`src/rtl/offside_judge_pkg.sv`:
```
// Shared constants for the sequential offside judge: FSM encoding and default
// position width used for defender slicing.
package offside_judge_pkg;

  localparam logic [1:0] ST_IDLE   = 2'd0;
  localparam logic [1:0] ST_SCAN   = 2'd1;
  localparam logic [1:0] ST_DECIDE = 2'd2;

  localparam int POS_W_DFLT = 8;

endpackage

```
`src/rtl/offside_judge_if.sv`:
```
// Request/verdict bundle between the position-capture front end (master) and
// the offside judge (slave).
interface offside_judge_if
  import offside_judge_pkg::*;
#(
  parameter int N_DEF = 4,
  parameter int POS_W = POS_W_DFLT,
  parameter int CNT_W = 8
);

  logic                     start;
  logic [POS_W-1:0]         att;
  logic [POS_W-1:0]         ball;
  logic [N_DEF*POS_W-1:0]   def;
  logic                     clr_cnt;
  logic                     busy;
  logic                     done;
  logic                     p;
  logic [CNT_W-1:0]         off_cnt;

  modport master (
    output start, att, ball, def, clr_cnt,
    input  busy, done, p, off_cnt
  );

  modport slave (
    input  start, att, ball, def, clr_cnt,
    output busy, done, p, off_cnt
  );

endinterface

```
`src/rtl/offside_top2.sv`:
```
// Serial tracker of the two largest values seen; a tie at the top pushes the
// old maximum down, so duplicates occupy both slots.
module offside_top2
  import offside_judge_pkg::*;
#(
  parameter int POS_W = POS_W_DFLT
) (
  input  logic             clk,
  input  logic             rst,
  input  logic [POS_W-1:0] d,
  input  logic             clear,
  input  logic             en,
  output logic [POS_W-1:0] max1,
  output logic [POS_W-1:0] max2
);

  // NOTE: sequential state uses non-blocking assignments so max2 picks up the
  // pre-edge max1 when both update at the same edge.
  always_ff @(posedge clk or posedge rst) begin
    if (rst) begin
      max1 <= '0;
      max2 <= '0;
    end else if (clear) begin
      max1 <= '0;
      max2 <= '0;
    end else if (en) begin
      if (d >= max1) begin
        max2 <= max1;
        max1 <= d;
      end else if (d > max2) begin
        max2 <= d;
      end
    end
  end

endmodule

```
`src/rtl/offside_judge.sv`:
```
// Sequential offside judge: captures one attacker, the ball and N_DEF
// defenders, scans defenders one per cycle, then issues a held verdict.
module offside_judge
  import offside_judge_pkg::*;
#(
  parameter int N_DEF = 4,
  parameter int POS_W = POS_W_DFLT,
  parameter int HALF  = 128,
  parameter int CNT_W = 8
) (
  input  logic           clk,
  input  logic           rst,
  offside_judge_if.slave bus
);

  localparam int               IDX_W    = (N_DEF > 1) ? $clog2(N_DEF) : 1;
  localparam logic [IDX_W-1:0] IDX_LAST = IDX_W'(N_DEF - 1);
  localparam logic [POS_W-1:0] HALF_POS = POS_W'(HALF);

  logic [1:0]             state;
  logic [IDX_W-1:0]       idx;
  logic [POS_W-1:0]       att_q;
  logic [POS_W-1:0]       ball_q;
  logic [N_DEF*POS_W-1:0] def_q;
  logic [POS_W-1:0]       d;
  logic [POS_W-1:0]       max1;
  logic [POS_W-1:0]       max2;
  logic                   accept;
  logic                   scan_en;
  logic                   p_next;
  logic                   p_q;
  logic                   done_q;
  logic [CNT_W-1:0]       cnt_q;

  assign accept  = (state == ST_IDLE) && bus.start;
  assign scan_en = (state == ST_SCAN);
  assign d       = def_q[idx*POS_W +: POS_W];

  // Strict compares throughout: being level with any reference is onside.
  assign p_next = (att_q > max2) && (att_q > ball_q) && (att_q > HALF_POS);

  offside_top2 #(.POS_W(POS_W)) u_top2 (
    .clk   (clk),
    .rst   (rst),
    .d     (d),
    .clear (accept),
    .en    (scan_en),
    .max1  (max1),
    .max2  (max2)
  );

  // NOTE: captured operands are plain registers, not a memory array, so they
  // can take the asynchronous reset like the rest of the state.
  always_ff @(posedge clk or posedge rst) begin
    if (rst) begin
      state  <= ST_IDLE;
      idx    <= '0;
      att_q  <= '0;
      ball_q <= '0;
      def_q  <= '0;
      p_q    <= 1'b0;
      done_q <= 1'b0;
    end else begin
      done_q <= 1'b0;
      case (state)
        ST_IDLE: begin
          if (bus.start) begin
            att_q  <= bus.att;
            ball_q <= bus.ball;
            def_q  <= bus.def;
            idx    <= '0;
            state  <= ST_SCAN;
          end
        end
        ST_SCAN: begin
          idx <= idx + 1'b1;
          if (idx == IDX_LAST) state <= ST_DECIDE;
        end
        ST_DECIDE: begin
          p_q    <= p_next;
          done_q <= 1'b1;
          state  <= ST_IDLE;
        end
        default: state <= ST_IDLE;
      endcase
    end
  end

  // Clear wins over a same-edge increment; the count sticks at all-ones.
  always_ff @(posedge clk or posedge rst) begin
    if (rst) begin
      cnt_q <= '0;
    end else if (bus.clr_cnt) begin
      cnt_q <= '0;
    end else if ((state == ST_DECIDE) && p_next && (cnt_q != '1)) begin
      cnt_q <= cnt_q + 1'b1;
    end
  end

  assign bus.busy    = (state != ST_IDLE);
  assign bus.done    = done_q;
  assign bus.p       = p_q;
  assign bus.off_cnt = cnt_q;

endmodule
```
`src/flat_wrapper.sv`:
```
// flat-port wrapper written by rule: the top's interface ports become plain ports
module offside_judge_flat import offside_judge_pkg::*;
#(
  parameter int N_DEF = 4,
  parameter int POS_W = POS_W_DFLT,
  parameter int HALF  = 128,
  parameter int CNT_W = 8
)
  (clk, rst, bus_start, bus_att, bus_ball, bus_def, bus_clr_cnt, bus_busy, bus_done, bus_p, bus_off_cnt);
  offside_judge_if #(.N_DEF(N_DEF), .POS_W(POS_W), .CNT_W(CNT_W)) bus_i ();
  input  logic clk;
  input  logic rst;
  input wire logic [$bits(bus_i.start)-1:0] bus_start;
  input wire logic [$bits(bus_i.att)-1:0] bus_att;
  input wire logic [$bits(bus_i.ball)-1:0] bus_ball;
  input wire logic [$bits(bus_i.def)-1:0] bus_def;
  input wire logic [$bits(bus_i.clr_cnt)-1:0] bus_clr_cnt;
  output wire logic [$bits(bus_i.busy)-1:0] bus_busy;
  output wire logic [$bits(bus_i.done)-1:0] bus_done;
  output wire logic [$bits(bus_i.p)-1:0] bus_p;
  output wire logic [$bits(bus_i.off_cnt)-1:0] bus_off_cnt;
  assign bus_i.start = bus_start;
  assign bus_i.att = bus_att;
  assign bus_i.ball = bus_ball;
  assign bus_i.def = bus_def;
  assign bus_i.clr_cnt = bus_clr_cnt;
  assign bus_busy = bus_i.busy;
  assign bus_done = bus_i.done;
  assign bus_p = bus_i.p;
  assign bus_off_cnt = bus_i.off_cnt;
  offside_judge #(.N_DEF(N_DEF), .POS_W(POS_W), .HALF(HALF), .CNT_W(CNT_W)) u_core (.clk(clk), .rst(rst), .bus(bus_i));
endmodule
```
`config.mk`:
```
export PLATFORM = sky130hd
export DESIGN_NAME = offside_judge_flat
export DESIGN_NICKNAME = d
export VERILOG_FILES = /design/src/rtl/offside_judge_pkg.sv /design/src/rtl/offside_judge_if.sv /design/src/rtl/offside_top2.sv /design/src/rtl/offside_judge.sv /design/src/flat_wrapper.sv
export SDC_FILE = /design/constraint.sdc
export NUM_CORES = 1
export LEC_CHECK = 0
export BUFFER_PORTS_ARGS = -buffer_cell sky130_fd_sc_hd__buf_2
export CAP_MARGIN = 10
export CORE_MARGIN = 1
export CORE_UTILIZATION = 46
export CTS_CLUSTER_SIZE = 20
export DETAILED_ROUTE_END_ITERATION = 10
export MAX_ROUTING_LAYER = met4
export PLACE_DENSITY_LB_ADDON = 0.15
export SETUP_SLACK_MARGIN = 0.05
export SLEW_MARGIN = 15
export SYNTH_ARGS = -nofsm -noshare
export SYNTH_HDL_FRONTEND = slang
export SYNTH_SLANG_ARGS = --single-unit
```
`constraint.sdc`:
```
create_clock -name clk -period 2.83 [get_ports clk]
set_input_delay 0.1415 -clock clk [delete_from_list [all_inputs] [get_ports clk]]
set_output_delay 0.1415 -clock clk [all_outputs]
set_load 0.01 [all_outputs]
```
### Word level (Yosys, flattened, before mapping)

Cells that the tools add are included.

* $add $sub $neg: 2
* shift operators: 1
* reduce and logical (&&, ||, !) cells: 17
* $lt $le $gt $ge: 5
* equality and inequality tests: 6
* mux-type cells: 15

Operators by type and width (count)
* 2-to-1 mux 8 bit: 9
* variable part select 32 x 6 -> 8 bit: 1
* > comparator 8 bit: 3
* AND reduction 2 bit: 5
* nonzero test 2 bit: 5
* adder 8 x 1 -> 8 bit, second input constant: 1
* greater-or-equal comparator 8 bit: 1
* > comparator 8 bit, second input constant: 1
* != test 8 bit, second input constant: 1
* one-hot mux 2 bit (2 select lines): 2
* 2-to-1 mux 2 bit: 3
* logical AND 1 bit: 5
* == test 2 bit, second input constant: 2
* != test 2 bit, second input constant: 2
* nonzero test 3 bit: 1
* adder 2 x 1 -> 2 bit, second input constant: 1
* == test 2 x 1 -> 1 bit, second input constant: 1
* zero test 2 bit: 1
* 2-to-1 mux 1 bit: 1

* logic and storage cells: 56
* output and inout port bits: 11
* flip-flop bits (word level): 78

### Longest topological paths before layout

Gate-level depths: netlist (run 1).

* depth in word-level cells: 7
* depth in mapped cells: 12
* depth with buffers taken out: 9

### By module

Synthesis (run 1) repeated with hierarchy kept, for this count alone.

* cells, all modules: 364
* area, all modules: 4192.8 sq um

By module, submodules not included
* offside_judge: times used 1, sequential area each 1551.5 sq um, area an instance 3081.7 sq um, cells an instance 256
* offside_top2: times used 1, sequential area each 400.4 sq um, area an instance 1111.1 sq um, cells an instance 108

### Worst setup path after synthesis (run 1)

OpenSTA, ideal clock, no wires.

* path kind: register to register
* start: reg u_core.idx[0]
* end: reg u_core.u_top2.max2[1]
* data arrival time: 2.728 ns
* cell stages (with the launch flop): 13
* setup slack: -0.033 ns
* cell sequence: dfrtp_1 > buf_2 > mux4_2 > inv_1 > ha_1 > nand2b_1 > a2111oi_2 > o31a_1 > buf_2 > buf_2 > nor2_1 > a21oi_1 > mux2i_1

* word-level cells in the longest chain between the ends: 5
* elaborated cells on any way between the ends: 9
* those cells by class: 2 x order compare; 1 x shift; 4 x mux; 2 x reduce/logical

RTL lines
* start, declared: line offside_judge.sv:21 `logic [IDX_W-1:0] idx;`
* start signal, assigned: line offside_judge.sv:76 `idx <= idx + 1'b1;`
* variable part select 32 x 6 -> 8 bit (*): line offside_judge.sv:37 `assign d = def_q[idx*POS_W +: POS_W];`
* greater-or-equal comparator 8 bit / 2-to-1 mux 8 bit (equally long branches): line offside_top2.sv:27, offside_top2.sv:30
* 2-to-1 mux 8 bit: line offside_top2.sv:27 `if (d >= max1) begin`
* 2-to-1 mux 8 bit: line offside_top2.sv:26 `end else if (en) begin`
* 2-to-1 mux 8 bit: line offside_top2.sv:23 `end else if (clear) begin`
* end signal, assigned: line offside_top2.sv:28 `max2 <= max1;`
* end, declared: line offside_top2.sv:14 `output logic [POS_W-1:0] max2`

Mark *: on every way between the ends. The rest lies on a longest branch, timed or not. The select of a mux whose other input is x is not followed.
A chain may end at the register's enable or synchronous reset.

### Final worst setup path (run 1)

* start: reg u_core.idx[0]
* end: reg u_core.u_top2.max2[7]

Same word-level chain as after synthesis.

==> impl_metrics.py, run 1 <==
metrics = {
    "outcome": {
        "status": "completed",
    },
    "clock_tree": {
        "clock_latency_ns": 0.35,
        "cts-buffers-inserted": 9,
        "cts_max_level": 3,
        "cts_root_buf": "clkbuf_8",
        "clkTransAtPathRegs_ns": 0.08,
        "clockBufferDepth": 2,
        "cts_tree": "yes",
        "clock_sinks": 78,
    },
    "placed_design": {
        "place.gp.congestion": 0.798,
        "io_buffers": 62,
        "dp_hpwl_mm": 6.64,
        "placed_area_mm2": 0.00474,
        "dp.cells": 625,
    },
    "detailed_routing": {
        "totalWireLength_mm": 9.72,
        "drt_pass1_iterations": 4,
        "viasPerCell": 5.12,
        "ant_nets": 0,
        "via_count": 3555,
        "route.detailed.drc": 0,
        "wl_per_cell_um": 14.0,
        "drt_iter0_markers": 148,
    },
    "global_routing": {
        "antenna_found_initial": 0,
        "grt_max_degree": 57,
        "grt_use_total": 0.230,
        "grt_pass1_vias": 3654,
        "grt_remaining_overflow": 0,
        "grt_pass1_wl_mm": 17.0,
    },
    "die": {
        "coreArea_mm2": 0.00881,
        "die_w_um": 97.9,
        "start_util": 0.480,
        "pin_count": 63,
        "dieArea_mm2": 0.00958,
        "die_h_um": 97.9,
        "rows": 34,
    },
    "timing": {
        "fin_skew_ns": 0.0126,
        "report.final.slew_viol_count": 0,
        "fin_crit_sh": 0.950,
        "tightestPinTransition_ns": 0.959,
        "finalCriticalPeriod_ns": 2.69,
        "whs_ns": 0.0127,
        "maxSlewHeadroom": 0.360,
        "fmax_mhz": 372,
        "hold_violations": 0,
        "setup_viol": 0,
    },
    "synth": {
        "synth.distinct_cells": 46,
        "async_reset_ff_frac": 1.00,
        "synth_ff_type": "dfrtp_1",
        "synth_seq_cells": 78,
        "synth_cells": 457,
        "ys_seq_area_frac": 0.462,
        "synth_nets": 543,
        "yosysTopAreaCell": "dfrtp_1",
        "synth.area.top_cells": "dfrtp_1, nand2_1, ha_1, mux4_2, inv_1",
        "synth_edf_count": 0,
        "synth_area_mm2": 0.00423,
        "syn_avg_cell_area_um2": 9.25,
        "ys.warnings.count": 0,
        "synth_top_area_share": 0.462,
    },
    "power_and_ir_drop": {
        "peakVddDrop_mv": 0.715,
        "seq_power_share": 0.283,
        "intPower_mw": 3.85,
        "p_leak_nw": 2.75,
        "p_comb_frac": 0.591,
        "p_sw_frac": 0.418,
        "clkPwrFrac": 0.127,
        "netSwitchingPower_mw": 2.77,
        "power_density_mw_per_mm2": 1200,
    },
    "cells_and_area": {
        "stdcell_area_mm2": 0.00552,
        "syn2layout_area_growth_pct": 30.4,
        "diodes": 0,
        "fin_cells": 694,
        "layout-drive-gt1-share": 0.224,
        "nets": 667,
    },
    "setup_path": {
        "endpoint_kind": "register",
        "cp_data_required_time_ns": 3.06,
        "r2r_cells": 10,
        "worstPathMaxFanout": 8,
        "worstSetupStartpointType": "register",
        "critPathKind": "reg -> reg",
        "crit_arrival_ns": 2.92,
    },
    "job": {
        "cap_violations": 0,
    },
    "worst_hold_path": {
        "min_path_cells": 3,
        "hp-class": "in -> reg",
    },
}
==> timing repair <==
action                     in CTS  in global routing
buffers inserted                0                  6
hold endpoints to repair       74                  0
setup endpoints to repair       8                 15
resized for setup               1                  9
hold buffers                   47                  0
pin swaps                       0                  5
==> synth_stat cells, types with 2 or more instances <==
library cell / count
nand2_1: 149
dfrtp_1: 78
ha_1: 34
inv_1: 31
a21oi_1: 22
nand3_1: 19
nor2_1: 17
o21ai_0: 14
clkbuf_1: 13
mux2i_1: 9
mux4_2: 8
nand4_1: 8
nor2b_1: 7
buf_2: 4
mux2_1: 4
o211ai_1: 3
and2_1: 2
buf_1: 2
nor4_1: 2
nor4_4: 2
o31ai_1: 2
o31ai_2: 2
or3_1: 2
==> logic make-up after synthesis <==
kind of cell | Yosys count | synth area share
and+or+nand+nor | 218 | 0.231
DFF | 78 | 0.462
AOI/OAI and AO/OA | 55 | 0.0837
buffers and inverters | 50 | 0.0456
adders and majority gates | 34 | 0.101
muxes | 22 | 0.0772
==> worst max-delay path, cell delays in order, from the launching register on <==
cell     delay, ns
dfrtp_1       0.43
buf_6         0.16
mux4_2        0.53
ha_1          0.35
a41o_1        0.25
a21oi_2       0.12
o31a_1        0.27
buf_4         0.20
nor2_1        0.05
a21oi_1       0.12
mux2i_1       0.09
==> routing by layer <==
metal  routed length [um]  vias up  global-route usage
met1                 4630     1708               0.297
met4                  112        0              0.0676
met5                    0        -                   -
met2                 4730       48               0.369
met3                  243       14              0.0429
li1                     -     1785                   -
==> path summary, 6_finish.rpt <==
path	start	end	slack, ns
worst max register to register	u_core.idx[0]	u_core.u_top2.max2[7]	0.14
worst max-delay path	u_core.idx[0]	u_core.u_top2.max2[7]	0.14
worst min-delay path	bus_ball[6]	u_core.ball_q[6]	0.01
worst min register to register	u_core.def_q[8]	u_core.def_q[8]	0.48
max in group asynchronous	rst	u_core.def_q[1]	1.63
min in group asynchronous	rst	u_core.bus.off_cnt[5]	0.41
==> layout make-up <==
type | instances | area (um^2)
Timing Repair Buffer | 132 | 973
Sequential cell | 78 | 1950
Tap cell | 108 | 135
Clock inverter | 6 | 70.1
Clock buffer | 10 | 128
Inverter | 31 | 116
Multi-Input combinational cell | 329 | 2140
Fill cell | 725 | 3290
==> registers in the layout (all words and copies together) (netlist names) <==
name	cells
u_core.att_q	8
u_core.u_top2.max2	8
u_core.def_q	32
u_core.bus.done	1
u_core.state	2
u_core.idx	2
u_core.ball_q	8
u_core.bus.p	1
u_core.bus.off_cnt	8
u_core.u_top2.max1	8
==> layout by cell type (no fill, tap or decap), types with 2 or more instances in the layout <==
cell / count
nand2_1: 148
dfrtp_1: 78
buf_2: 62
dlygate4sd3_1: 47
ha_1: 32
inv_1: 29
a21oi_1: 21
buf_4: 20
nand3_1: 19
nor2_1: 16
o21ai_0: 14
mux2i_1: 9
clkbuf_8: 9
nand4_1: 8
mux4_2: 8
nor2b_1: 7
mux2_1: 4
o211ai_1: 3
o31ai_2: 3
clkinv_4: 3
nand2_2: 2
nor4_4: 2
or3_1: 2
nor4_1: 2
inv_2: 2
ha_4: 2
buf_6: 2
==> power by group through the flow <==
stage	clock, mW	sequential [mW]	combinational, mW
after global routing	0.908	1.93	4.42
after global placement	0	1.89	3.35
after floorplan	0	1.78	2.62
after CTS	0.865	1.87	3.59
final	0.837	1.87	3.91
after detailed placement	0	1.89	3.50
==> through the flow <==
| step | TNS [ns] | power [mW] | worst slack (ns) | util |
|---|---|---|---|---|
| floorplan | 0 | 4.40 | 0.0728 | - |
| global placement | 0 | 5.24 | 0.130 | 0.538 |
| detailed placement | 0 | 5.38 | 0.0116 | 0.538 |
| CTS | 0 | 6.32 | 0.0522 | 0.615 |
| global route | -0.00345 | 7.26 | -0.00345 | 0.626 |
| finish | 0 | 6.62 | 0.142 | 0.626 |
(Power assumes the default switching activity.)
==> run 2: changes to the inputs <==
ABC_AREA = 1   (was unset)
CTS_CLUSTER_DIAMETER = 100   (was unset)
==> impl_metrics.py, run 2 <==
metrics = {
    "synth": {
        "ys_seq_area_frac": 0.413,
        "synth_cells": 522,
        "synth.most_common_cell": "nand2_1",
        "yosys-top-cells-count": "nand2_1, dfrtp_1, inv_1, nor2_1",
        "async_reset_ff_frac": 1.00,
        "synth_ff_type": "dfrtp_1",
        "synth_edf_count": 0,
        "ys.warnings.count": 0,
        "synth_top_area_share": 0.413,
        "synth.distinct_cells": 33,
        "synth_seq_cells": 78,
        "yosysTopAreaCell": "dfrtp_1",
        "synth_nets": 608,
        "syn_avg_cell_area_um2": 9.05,
        "synth_area_mm2": 0.00472,
        "synth.area.top_cells": "dfrtp_1, nand2_1, mux2_4, ha_1, inv_1",
    },
    "placed_design": {
        "dp_hpwl_mm": 7.50,
        "placed_area_mm2": 0.00514,
        "place.gp.congestion": 0.878,
        "io_buffers": 62,
    },
    "setup_path": {
        "crit_end": "u_core.u_top2.max1[6]",
        "reg2reg_from": "u_core.idx[1]",
        "cp_slowest_cell": "dfrtp_1",
        "r2r_cells": 12,
        "cp.depth": 12,
        "max_stage_delay_ns": 0.50,
        "critPathKind": "reg -> reg",
        "r2r_setup_slack_ns": 0.35,
        "r2r-end": "u_core.u_top2.max1[6]",
        "crit_family": "simple AND/OR/NAND/NOR gates",
        "critPathBufInv": 2,
        "worstPathMaxFanout": 10,
        "worstSetupStartpointType": "register",
        "cp_data_required_time_ns": 3.06,
        "crit_arrival_ns": 2.71,
        "crit_chain": "inv_2 > nand3_1 > nand2_1 > inv_1 > ha_1 > nand2_1 > nor2_2 > nand2_2 > nand3_4 > nand2_4 > nand2_4 > o22ai_1",
        "endpoint_kind": "register",
        "cp-startpoint": "u_core.idx[1]",
    },
    "cells_and_area": {
        "layout.cells.most_common": "nand2_1",
        "regMostFlops": "u_core.def_q",
        "nets": 689,
        "largest_register_ffs": 32,
        "layout_common_cells": "nand2_1, dfrtp_1, inv_1",
        "diodes": 0,
        "syn2layout_area_growth_pct": 16.5,
        "stdcell_area_mm2": 0.00550,
        "layout-drive-gt1-share": 0.241,
    },
    "clock_tree": {
        "cts-buffers-inserted": 9,
        "cts_resized": 0,
        "clock_sinks": 78,
        "cts_max_level": 3,
        "cts_root_buf": "clkbuf_8",
        "clock_latency_ns": 0.36,
        "clockBufferDepth": 2,
        "clkTransAtPathRegs_ns": 0.07,
        "cts_setup_buffers": 0,
        "cts_hold_buf": 16,
        "cts_tree": "yes",
    },
    "die": {
        "die_w_um": 103,
        "pin_count": 63,
        "coreArea_mm2": 0.00986,
        "start_util": 0.479,
        "die_h_um": 103,
        "rows": 36,
        "dieArea_mm2": 0.0107,
    },
    "timing": {
        "hold_violations": 0,
        "maxSlewHeadroom": 0.552,
        "finalCriticalPeriod_ns": 2.48,
        "setup_tns_ns": 0,
        "whs_ns": 0.0137,
        "rsz0062_at_grt": "no",
        "fmax_mhz": 404,
        "fin_crit_sh": 0.875,
        "setup_viol": 0,
        "report.final.slew_viol_count": 0,
        "fin_skew_ns": 0.0111,
        "tightestPinTransition_ns": 0.671,
    },
    "global_routing": {
        "grt_pass1_wl_mm": 16.4,
        "grt_use_total": 0.212,
        "grt_remaining_overflow": 0,
        "antenna_found_initial": 0,
        "grt_pass1_vias": 3292,
        "grt_max_degree": 52,
    },
    "power_and_ir_drop": {
        "p_leak_nw": 3.10,
        "power_density_mw_per_mm2": 1290,
        "peakVddDrop_mv": 0.625,
    },
    "outcome": {
        "status": "completed",
    },
    "detailed_routing": {
        "viasPerCell": 4.86,
        "wl_per_cell_um": 13.8,
        "drt_iter0_markers": 116,
        "totalWireLength_mm": 10.2,
        "route.detailed.drc": 0,
        "via_count": 3596,
        "drt_pass1_iterations": 4,
        "ant_nets": 0,
    },
    "job": {
        "cap_violations": 0,
    },
    "worst_hold_path": {
        "hp-class": "in -> reg",
        "holdCritStartpoint": "bus_def[25]",
    },
}
run 2: per-layer routing:
metal,part of all wire,track usage
met4,0.010,0.0596
met1,0.48,0.298
met2,0.46,0.312
met5,0,-
met3,0.048,0.0403
run 2: cell families after synthesis:
| logic type | share of synthesized area |
|---|---|
| AND/OR/NAND/NOR | 0.254 |
| buffers and inverters | 0.0808 |
| flip-flops | 0.413 |
| AO/OA/AOI/OAI | 0.0498 |
| multiplexers | 0.105 |
| adder cells (fa/ha/maj) | 0.0901 |
| XOR/XNOR | 0.00742 |
run 2: cell type report:
type / count / area [um^2]
Timing Repair Buffer: 83 / 523
Tap cell: 133 / 166
Sequential cell: 78 / 1950
Clock buffer: 11 / 141
Inverter: 73 / 277
Clock inverter: 4 / 47.5
Multi-Input combinational cell: 358 / 2390
Fill cell: 880 / 4360
run 2: power breakdown:
part           internal (mW)  switching (mW)
clock network          0.424           0.418
logic                   1.72            2.58
registers               1.63           0.323
run 2: worst min path at each step:
stage | end | slack (ns) | cells after the start
3_3_place_gp | u_core.bus.off_cnt[7] | 0.27 | 2
6_report | u_core.def_q[25] | 0.01 | 2
5_1_grt | u_core.att_q[6] | 0.001 | 2
4_1_cts | u_core.def_q[24] | 0.001 | 2
3_5_place_dp | u_core.def_q[2] | 0.28 | 2
2_1_floorplan | u_core.def_q[26] | 0.27 | 1
run 2: through the flow:
step / setup slack [ns] / std cells / utilization / total power, mW
after floorplan: 0.639 / 522 / - / 5.36
after global placement: 0.466 / 708 / 0.521 / 6.14
after detailed placement: 0.399 / 708 / 0.521 / 6.25
after CTS: 0.382 / 739 / 0.557 / 7.13
after global routing: 0.227 / 740 / 0.558 / 7.81
final: 0.355 / 740 / 0.558 / 7.09
